<file path="config.mk">
export PLATFORM = sky130hd
export DESIGN_NAME = pos_remote_rx_buffer_flat
export DESIGN_NICKNAME = d
export VERILOG_FILES = /design/src/rtl/pos_remote_rx_buffer_if.sv /design/src/rtl/pos_remote_rx_buffer.sv /design/src/flat_wrapper.sv
export SDC_FILE = /design/constraint.sdc
export NUM_CORES = 1
export LEC_CHECK = 0
export ABC_CLOCK_PERIOD_IN_PS = 9250
export CORE_AREA = 8 8 218 303
export CTS_CLUSTER_SIZE = 16
export DETAILED_ROUTE_END_ITERATION = 8
export DIE_AREA = 0 0 226 311
export GPL_TIMING_DRIVEN = 0
export PLACE_DENSITY = 0.74
export SLEW_MARGIN = 0
export SYNTH_ARGS = -nofsm -noshare
export SYNTH_HDL_FRONTEND = slang
export SYNTH_SLANG_ARGS = --single-unit
</file>
<file path="constraint.sdc">
create_clock -name clk -period 9.25 [get_ports clk]
set_input_delay 1.3875 -clock clk [delete_from_list [all_inputs] [get_ports clk]]
set_output_delay 1.3875 -clock clk [all_outputs]
set_load 0.05 [all_outputs]
</file>
<file path="src/rtl/pos_remote_rx_buffer_if.sv">
// Link-side and ring-side signals of the remote receive buffer.
// slave = buffer's view, master = the surrounding logic (or bench).
interface pos_remote_rx_buffer_if #(
  parameter int PKT_W    = 24,
  parameter int GCID_W   = 12,
  parameter int LT_ALL_W = 8,
  parameter int LT_W     = 4
);
  // inter-FPGA link side
  logic [PKT_W-1:0]    net_offset_pkt;
  logic [GCID_W-1:0]   net_gcid;
  logic [LT_ALL_W-1:0] net_lifetime;
  logic                net_valid;
  logic                net_ready;
  // position input ring side
  logic [PKT_W-1:0]    remote_offset_pkt;
  logic [GCID_W-1:0]   remote_gcid;
  logic [LT_W-1:0]     remote_lifetime;
  logic                remote_valid;
  logic                remote_ack;
  // status
  logic                remote_buffer_back_pressure;
  logic                buffer_empty;
  logic [15:0]         drop_count;

  modport slave (
    input  net_offset_pkt, net_gcid, net_lifetime, net_valid, remote_ack,
    output net_ready, remote_offset_pkt, remote_gcid, remote_lifetime,
           remote_valid, remote_buffer_back_pressure, buffer_empty, drop_count
  );

  modport master (
    output net_offset_pkt, net_gcid, net_lifetime, net_valid, remote_ack,
    input  net_ready, remote_offset_pkt, remote_gcid, remote_lifetime,
           remote_valid, remote_buffer_back_pressure, buffer_empty, drop_count
  );
endinterface

</file>
<file path="src/rtl/pos_remote_rx_buffer.sv">
// Receive-side terminator for remote position offset packets.
// Packets whose lifetime slot for this FPGA is zero are dropped and counted;
// the rest are queued in a FIFO and presented through a one-entry output
// register with a valid/ack handshake. Almost-full drives network back pressure.
module pos_remote_rx_buffer #(
  parameter int DEPTH                   = 16,
  parameter int AF_MARGIN               = 4,
  parameter int LIFETIME_SLOT           = 0,
  parameter int OFFSET_PKT_STRUCT_WIDTH = 24,
  parameter int GLOBAL_CELL_ID_WIDTH    = 4,
  parameter int NUM_REMOTE_DEST_NODES   = 2,
  parameter int NB_CELL_COUNT_WIDTH     = 4
) (
  input logic clk,
  input logic rst,
  pos_remote_rx_buffer_if.slave bus
);
  localparam int AW = $clog2(DEPTH);
  localparam int PW = OFFSET_PKT_STRUCT_WIDTH;
  localparam int GW = 3 * GLOBAL_CELL_ID_WIDTH;
  localparam int LW = NB_CELL_COUNT_WIDTH;
  localparam int EW = PW + GW + LW;
  localparam logic [AW:0]   DEPTH_C = (AW + 1)'(DEPTH);
  localparam logic [AW+1:0] AF_TH   = (AW + 2)'(DEPTH - AF_MARGIN);

  typedef enum logic {OUT_EMPTY, OUT_FULL} out_state_t;

  logic [EW-1:0] mem [DEPTH];
  logic [AW-1:0] wr_ptr;
  logic [AW-1:0] rd_ptr;
  logic [AW:0]   count;
  logic [AW:0]   count_next;
  out_state_t    state;

  logic [LW-1:0] sel_lifetime;
  logic          accept;
  logic          push;
  logic          pop;
  logic          full_next;
  logic [AW+1:0] occ_next;

  logic [PW-1:0] out_pkt;
  logic [GW-1:0] out_gcid;
  logic [LW-1:0] out_lifetime;
  logic          back_pressure;
  logic          empty;
  logic [15:0]   drop_count;

  assign sel_lifetime = bus.net_lifetime[LIFETIME_SLOT*LW +: LW];

  // Ready depends only on the registered count: a full FIFO refuses a push
  // even in a cycle where it also pops.
  assign bus.net_ready = (count < DEPTH_C);
  assign accept        = bus.net_valid && bus.net_ready;
  assign push          = accept && (sel_lifetime != '0);

  // The output register pulls from the FIFO whenever it is empty, or when
  // its current head is acked (back-to-back delivery without a bubble).
  assign pop = (count != '0) && ((state == OUT_EMPTY) || bus.remote_ack);

  assign count_next = count + (AW + 1)'(push) - (AW + 1)'(pop);

  // Output register occupancy after this edge
  always_comb begin
    full_next = (state == OUT_FULL);
    if (pop)
      full_next = 1'b1;
    else if ((state == OUT_FULL) && bus.remote_ack)
      full_next = 1'b0;
  end

  assign occ_next = (AW + 2)'(count_next) + (AW + 2)'(full_next);

  // FIFO storage write port (no reset so it can map onto RAM)
  always_ff @(posedge clk) begin
    if (push)
      mem[wr_ptr] <= {bus.net_offset_pkt, bus.net_gcid, sel_lifetime};
  end

  // FIFO pointers and count
  always_ff @(posedge clk or posedge rst) begin
    if (rst) begin
      wr_ptr <= '0;
      rd_ptr <= '0;
      count  <= '0;
    end else begin
      if (push) wr_ptr <= wr_ptr + 1'b1;
      if (pop)  rd_ptr <= rd_ptr + 1'b1;
      count <= count_next;
    end
  end

  // Output register FSM: holds the head packet stable until acked
  always_ff @(posedge clk or posedge rst) begin
    if (rst) begin
      state        <= OUT_EMPTY;
      out_pkt      <= '0;
      out_gcid     <= '0;
      out_lifetime <= '0;
    end else begin
      case (state)
        OUT_EMPTY: begin
          if (pop) begin
            {out_pkt, out_gcid, out_lifetime} <= mem[rd_ptr];
            state <= OUT_FULL;
          end
        end
        OUT_FULL: begin
          if (bus.remote_ack) begin
            if (pop)
              {out_pkt, out_gcid, out_lifetime} <= mem[rd_ptr];
            else
              state <= OUT_EMPTY;
          end
        end
        default: state <= OUT_EMPTY;
      endcase
    end
  end

  // Status flags from next-state occupancy, plus saturating drop counter
  always_ff @(posedge clk or posedge rst) begin
    if (rst) begin
      back_pressure <= 1'b0;
      empty         <= 1'b1;
      drop_count    <= '0;
    end else begin
      back_pressure <= (occ_next >= AF_TH);
      empty         <= (occ_next == '0);
      if (accept && (sel_lifetime == '0) && (drop_count != 16'hFFFF))
        drop_count <= drop_count + 16'd1;
    end
  end

  assign bus.remote_valid                = (state == OUT_FULL);
  assign bus.remote_offset_pkt           = out_pkt;
  assign bus.remote_gcid                 = out_gcid;
  assign bus.remote_lifetime             = out_lifetime;
  assign bus.remote_buffer_back_pressure = back_pressure;
  assign bus.buffer_empty                = empty;
  assign bus.drop_count                  = drop_count;
endmodule
</file>
<file path="src/flat_wrapper.sv">
// flat-port wrapper written by rule: the top's interface ports become plain ports
module pos_remote_rx_buffer_flat 
#(
  parameter int DEPTH                   = 16,
  parameter int AF_MARGIN               = 4,
  parameter int LIFETIME_SLOT           = 0,
  parameter int OFFSET_PKT_STRUCT_WIDTH = 24,
  parameter int GLOBAL_CELL_ID_WIDTH    = 4,
  parameter int NUM_REMOTE_DEST_NODES   = 2,
  parameter int NB_CELL_COUNT_WIDTH     = 4
)
  (clk, rst, bus_net_offset_pkt, bus_net_gcid, bus_net_lifetime, bus_net_valid, bus_remote_ack, bus_net_ready, bus_remote_offset_pkt, bus_remote_gcid, bus_remote_lifetime, bus_remote_valid, bus_remote_buffer_back_pressure, bus_buffer_empty, bus_drop_count);
  pos_remote_rx_buffer_if bus_i ();
  input logic clk;
  input logic rst;
  input wire logic [$bits(bus_i.net_offset_pkt)-1:0] bus_net_offset_pkt;
  input wire logic [$bits(bus_i.net_gcid)-1:0] bus_net_gcid;
  input wire logic [$bits(bus_i.net_lifetime)-1:0] bus_net_lifetime;
  input wire logic [$bits(bus_i.net_valid)-1:0] bus_net_valid;
  input wire logic [$bits(bus_i.remote_ack)-1:0] bus_remote_ack;
  output wire logic [$bits(bus_i.net_ready)-1:0] bus_net_ready;
  output wire logic [$bits(bus_i.remote_offset_pkt)-1:0] bus_remote_offset_pkt;
  output wire logic [$bits(bus_i.remote_gcid)-1:0] bus_remote_gcid;
  output wire logic [$bits(bus_i.remote_lifetime)-1:0] bus_remote_lifetime;
  output wire logic [$bits(bus_i.remote_valid)-1:0] bus_remote_valid;
  output wire logic [$bits(bus_i.remote_buffer_back_pressure)-1:0] bus_remote_buffer_back_pressure;
  output wire logic [$bits(bus_i.buffer_empty)-1:0] bus_buffer_empty;
  output wire logic [$bits(bus_i.drop_count)-1:0] bus_drop_count;
  assign bus_i.net_offset_pkt = bus_net_offset_pkt;
  assign bus_i.net_gcid = bus_net_gcid;
  assign bus_i.net_lifetime = bus_net_lifetime;
  assign bus_i.net_valid = bus_net_valid;
  assign bus_i.remote_ack = bus_remote_ack;
  assign bus_net_ready = bus_i.net_ready;
  assign bus_remote_offset_pkt = bus_i.remote_offset_pkt;
  assign bus_remote_gcid = bus_i.remote_gcid;
  assign bus_remote_lifetime = bus_i.remote_lifetime;
  assign bus_remote_valid = bus_i.remote_valid;
  assign bus_remote_buffer_back_pressure = bus_i.remote_buffer_back_pressure;
  assign bus_buffer_empty = bus_i.buffer_empty;
  assign bus_drop_count = bus_i.drop_count;
  pos_remote_rx_buffer #(.DEPTH(DEPTH), .AF_MARGIN(AF_MARGIN), .LIFETIME_SLOT(LIFETIME_SLOT), .OFFSET_PKT_STRUCT_WIDTH(OFFSET_PKT_STRUCT_WIDTH), .GLOBAL_CELL_ID_WIDTH(GLOBAL_CELL_ID_WIDTH), .NUM_REMOTE_DEST_NODES(NUM_REMOTE_DEST_NODES), .NB_CELL_COUNT_WIDTH(NB_CELL_COUNT_WIDTH)) u_core (.clk(clk), .rst(rst), .bus(bus_i));
endmodule
</file>
Yosys cells after proc, flatten, opt, wreduce, memory -nomap -nowiden
Memory sizes are Yosys's and may differ from the RTL's.
Index checks and enable logic that the tools add are counted.
- add/sub/neg operators: 6
- order comparisons: 2
- equality and inequality tests: 2
- muxes and demuxes: 16
- bitwise gates (word level): 1
- reductions and logical operators: 11
- operator list (kind ; number):
    $mux 24 ; 2
    $pmux 24 s2 ; 1
    $mux 12 ; 2
    $pmux 12 s2 ; 1
    $add 16x1->16 const B ; 1
    $ne 16x16->1 const B ; 1
    $add 4x1->4 const B ; 2
    $mux 4 ; 2
    $pmux 4 s2 ; 1
    $add 5x1->6 ; 1
    $ge 6x4->1 const B ; 1
    $logic_and 1x1->1 ; 6
    $logic_not 6->1 ; 1
    $mux 1 ; 6
    $add 5x1->5 ; 1
    $lt 5x5->1 const B ; 1
    $reduce_bool 5->1 ; 1
    $sub 5x1->5 ; 1
    $logic_not 4->1 ; 1
    $reduce_bool 4->1 ; 1
    $ne 2x2->1 const B ; 1
    $pmux 1 s2 ; 1
    $logic_or 1x1->1 ; 1
    $not 1->1 ; 1
- bits in registers: 72
- bits in writable memories: 640
- bits of input ports: 48
- memories kept: 1
- memories (name ; depth ; bits a word ; rd ports ; clocked after memory_dff ; write ports ; RTL line ; text):
    u_core.mem ; 16 ; 40 ; 1 ; 0 ; 1 ; pos_remote_rx_buffer.sv:28 ; logic [EW-1:0] mem [DEPTH];

Depth between registers and ports, before layout
- depth after elaboration: 7
- gate-level depth with buffers: 16
- depth with buffers taken out: 15

Least setup slack after synthesis
Ideal clock, no wire load.
- path type: input to register
- from: input port bus_net_lifetime[1]
- to: memory u_core.mem[3][0] in the netlist's numbering (enable)
- setup time: 487 ps
- arrival: 4700 ps
- required time: 8763 ps
- path slack: 4063 ps
- stages on the path: 5
- buffers on the path: 1
- cells stage by stage: or4_4 -> nor2b_1 -> buf_2 -> nand2_1 -> nor3_1
- longest elaborated chain between the ends: 4
- ends and longest elaborated chain (what ; RTL line ; text):
    from (decl) ; flat_wrapper.sv:18 ; input wire logic [$bits(bus_i.net_lifetime)-1:0] bus_net_lifetime;
    $reduce_bool 4->1 ; pos_remote_rx_buffer.sv:55 ; assign push = accept && (sel_lifetime != '0);
    $logic_and 1x1->1 ; pos_remote_rx_buffer.sv:55 ;
    $mux 1 ; pos_remote_rx_buffer.sv:76 ; if (push)
    $mux 1 (implied by the code) ; pos_remote_rx_buffer.sv:77 ; mem[wr_ptr] <= {bus.net_offset_pkt, bus.net_gcid, sel_lifetime};
    to (decl) ; pos_remote_rx_buffer.sv:28 ;
No other way between the ends.

Worst setup path after layout
- from: input port bus_net_lifetime[3]
- to: register u_core.empty, in the netlist u_core.bus.buffer_empty
- longest elaborated chain between the ends: 6
- ends and longest elaborated chain (what ; RTL line ; text):
    $reduce_bool 4->1 ; pos_remote_rx_buffer.sv:55 ;
    $logic_and 1x1->1 ; pos_remote_rx_buffer.sv:55 ;
    $add 5x1->5 ; pos_remote_rx_buffer.sv:61 ; assign count_next = count + (AW + 1)'(push) - (AW + 1)'(pop);
    $sub 5x1->5 ; pos_remote_rx_buffer.sv:61 ;
    net u_core.count_next[2] ; pos_remote_rx_buffer.sv:32 ; logic [AW:0] count_next;
    $add 5x1->6 ; pos_remote_rx_buffer.sv:72 ; assign occ_next = (AW + 2)'(count_next) + (AW + 2)'(full_next);
    $logic_not 6->1 ; pos_remote_rx_buffer.sv:129 ; empty <= (occ_next == '0);
    to (signal assigned) ; pos_remote_rx_buffer.sv:129 ;
    to (decl) ; pos_remote_rx_buffer.sv:46 ; logic empty;
The timed path passes the listed nets, and every way through them passes these cells.
A chain may end at the register's enable or synchronous reset.

==> qor.yml <==
status: "finished, final reports clean"
p_leak_nw: 10.8
ant_nets: 0
synthFlopType: "edfxtp_1"
worstPathCellList: "clkdlybuf4s50_1 > or4_4 > nor2b_1 > buf_2 > ha_1 > fa_1 > xor2_1 > a21boi_1 > a21oi_1 > or4_1 > nor2_1"
track_usage: 0.180
synth_compound_area_frac: 0.0243
synth_mux_area_frac: 0.162
first_global_vias: 14300
fin_crit_ps: 4670
yosys.area_share.simple: 0.0159
synth_top_family_by_area: "multiplexers"
synth_top_cells_by_count: "edfxtp_1 (640), mux4_2 (160), mux2i_1 (81)"
grt_overflow: 0
antenna_found_initial: 0
grt_max_degree: 59
via_count: 13300
met2_usage: 0.328
async_flop_share: 0.101
drtIter0Drc: 1216
post_drt_wl_per_cell_um: 27.3
die-area_sq_mm: 0.0703
drive_gt1_frac: 0.236
clkTransAtPathRegs_ps: 70
portBuffers: 103
synth_edf_count: 640
vias_per_cell: 5.71
tightestPinTransition_ps: 1120
yosys.area_share.xor_xnor: 0.00768
critPathRequiredTime_ps: 9780
fin_area_sq_mm: 0.0322
die_h_um: 311
rsz0062_at_grt: "false"
yosysTopAreaCell: "edfxtp_1"
fin_hold_ws_ps: 480
die_w_um: 226
layoutNonFillerInstCount: 2329
worstReg2RegStart: "u_core.count[3]"
fin_total_pwr_w: 0.00969
peakVddDrop_uv: 194
row_count: 108
setup.worst_path.start: "bus_net_lifetime[3]"
wirelength_um: 63500
initial_utilization: 0.445
final_util: 0.525
end_kind: "register"
synthTopCellsByArea: "edfxtp_1 (70%), mux4_2 (13%), dfrtp_1 (6.5%)"
grt_pass1_wl_um: 93200
synth_cell_types: 44
synthAdderAreaFrac: 0.00713
worstHoldPathType: "reg -> reg"
yosys_warnings: 0
cpMaxStageDelayCell: "clkdlybuf4s50_1"
critPathCapture: "u_core.bus.buffer_empty"
finalNetCount: 1515
max_slew_margin: 0.254
dp_cells: 2214
use_met3: 0.0283
cts_tree: "built"
yosysMostFrequentCell: "edfxtp_1"
clock_latency_ps: 620
ys_seq_area_frac: 0.768
crit_type: "in -> reg"
hpwl_um: 41500
hold_viol_final: 0
cap_violations: 0
fmaxAchievable_mhz: 214
setup_viol: 0
drc_errors: 0
gp_congestion: 0.727
finalClockSkew_ps: 22.9
numCtsBuffers: 61
core_sq_mm: 0.0615
post_cts_buffers: 0
synth_fp_nets: 1310
antenna_cells: 0
clock_sinks: 712
grtUsageMet1: 0.209
period_share: 0.505
cts_buffer_depth: 3
synth_area_sq_mm: 0.0274
syn-mean-instance-area_sq_um: 21.9
regToRegSetupSlack_ps: 5600
reg2regPathDepth: 15
r2r-end: "u_core.bus.buffer_empty"
critPathLaunchType: "input port"
cts_max_level: 2
first_pass_iters: 7
syn_inst: 1247
io_pins: 108
root_buffer: "clkbuf_16"
crit_path_max_fanout: 17
hold_buffers: 0
area_delta_synth_final_pct: 17.9
nFillCells: 4633
cts_resized: 0
yosys.area.top_type_share: 0.702
powerDensity_mw_per_mm2: 300
place_area_sq_mm: 0.0302
busiest_layer: "met2"
arrival_ps: 5200
drv_slew: 0
ys_ff_latch: 712
slowest_delay_ps: 810
power breakdown:
group / switching [W] / total, W / leakage, nW / internal [W]
clock: 0.00114 / 0.00256 / 0.972 / 0.00142
combinational: 0.00184 / 0.00320 / 3.22 / 0.00136
sequential: 0.000119 / 0.00392 / 6.65 / 0.00380
worst min-delay path by stage:
| stage | start | to | slack [ps] | cells after the start |
|---|---|---|---|---|
| finish | u_core.bus.remote_offset_pkt[17] | u_core.bus.remote_offset_pkt[17] | 480 | 1 |
| global route | u_core.bus.remote_lifetime[3] | u_core.bus.remote_lifetime[3] | 490 | 1 |
| CTS | u_core.bus.remote_offset_pkt[17] | u_core.bus.remote_offset_pkt[17] | 480 | 1 |
| detailed placement | u_core.bus.remote_offset_pkt[14] | u_core.bus.remote_offset_pkt[14] | 470 | 1 |
| global placement | u_core.bus.remote_offset_pkt[22] | u_core.bus.remote_offset_pkt[22] | 460 | 1 |
| floorplan | u_core.count[0] | u_core.bus.remote_valid | 490 | 2 |
registers in the layout, indices dropped and copies added (netlist names), 4 cells and up:
name / flops
u_core.mem: 640
u_core.bus.remote_offset_pkt: 24
u_core.bus.drop_count: 16
u_core.bus.remote_gcid: 12
u_core.count: 5
u_core.bus.remote_lifetime: 4
u_core.rd_ptr: 4
u_core.wr_ptr: 4
cell type report:
cell class,instances,area (sq um),share of cell area
Sequential cell,712,21000,0.652
Multi-Input combinational cell,457,6040,0.187
Timing Repair Buffer,142,1730,0.0535
Clock buffer,70,1610,0.0500
Tap cell,825,1030,0.0320
Clock inverter,45,405,0.0126
Buffer,61,342,0.0106
Inverter,17,68.8,0.00213
layout by cell type (no fill, tap or decap), types with 3 or more instances in the layout:
cell type,netlist,final
ha_1,14,14
clkbuf_1,17,23
clkinv_4,0,3
a21o_1,42,42
clkinv_1,0,13
dfrtp_1,71,71
buf_4,3,6
a21oi_1,5,5
buf_2,21,21
clkinv_2,0,11
xor2_1,7,7
buf_6,10,25
xnor2_1,17,17
nand2b_1,5,5
clkinvlp_4,0,7
nor2_1,18,6
nand4_1,9,9
o21ai_0,3,3
nor2_4,0,12
and4_1,3,3
nand2_1,16,16
inv_1,16,15
mux4_2,160,160
buf_12,0,10
inv_6,0,3
buf_16,0,11
bufinv_16,0,6
nor3_2,0,4
and3_1,6,6
clkbuf_16,0,63
mux2i_1,81,81
edfxtp_1,640,640
buf_1,10,10
nand3_1,7,7
clkdlybuf4s50_1,0,103
o22ai_1,40,40
cells by family after synthesis:
family                     after synthesis
adders and majority gates               15
and+or+nand+nor                         80
AOI/OAI and AO/OA                       96
buffers and inverters                   78
muxes                                  242
DFF                                    712
xor gates and xnor gates                24
stage by stage:
stage	setup WS [ps]	setup TNS (ps)
global placement	-387	-39450
finish	4580	0
global route	4450	0
floorplan	4060	0
detailed placement	4040	0
CTS	4650	0
critical path: cells and delay by family:
family | cells | cell delay, ps
buf+inv | 2 | 1000
xor+xnor | 1 | 330
fa+ha+maj | 2 | 740
compound gates | 2 | 350
simple gates | 4 | 1400
routing by layer:
layer | share of wire | wire, um
met5 | 0 | 0
met4 | 0.038 | 2430
met3 | 0.055 | 3480
met2 | 0.54 | 34400
met1 | 0.36 | 23100
Power figures use the tool's default switching activity.
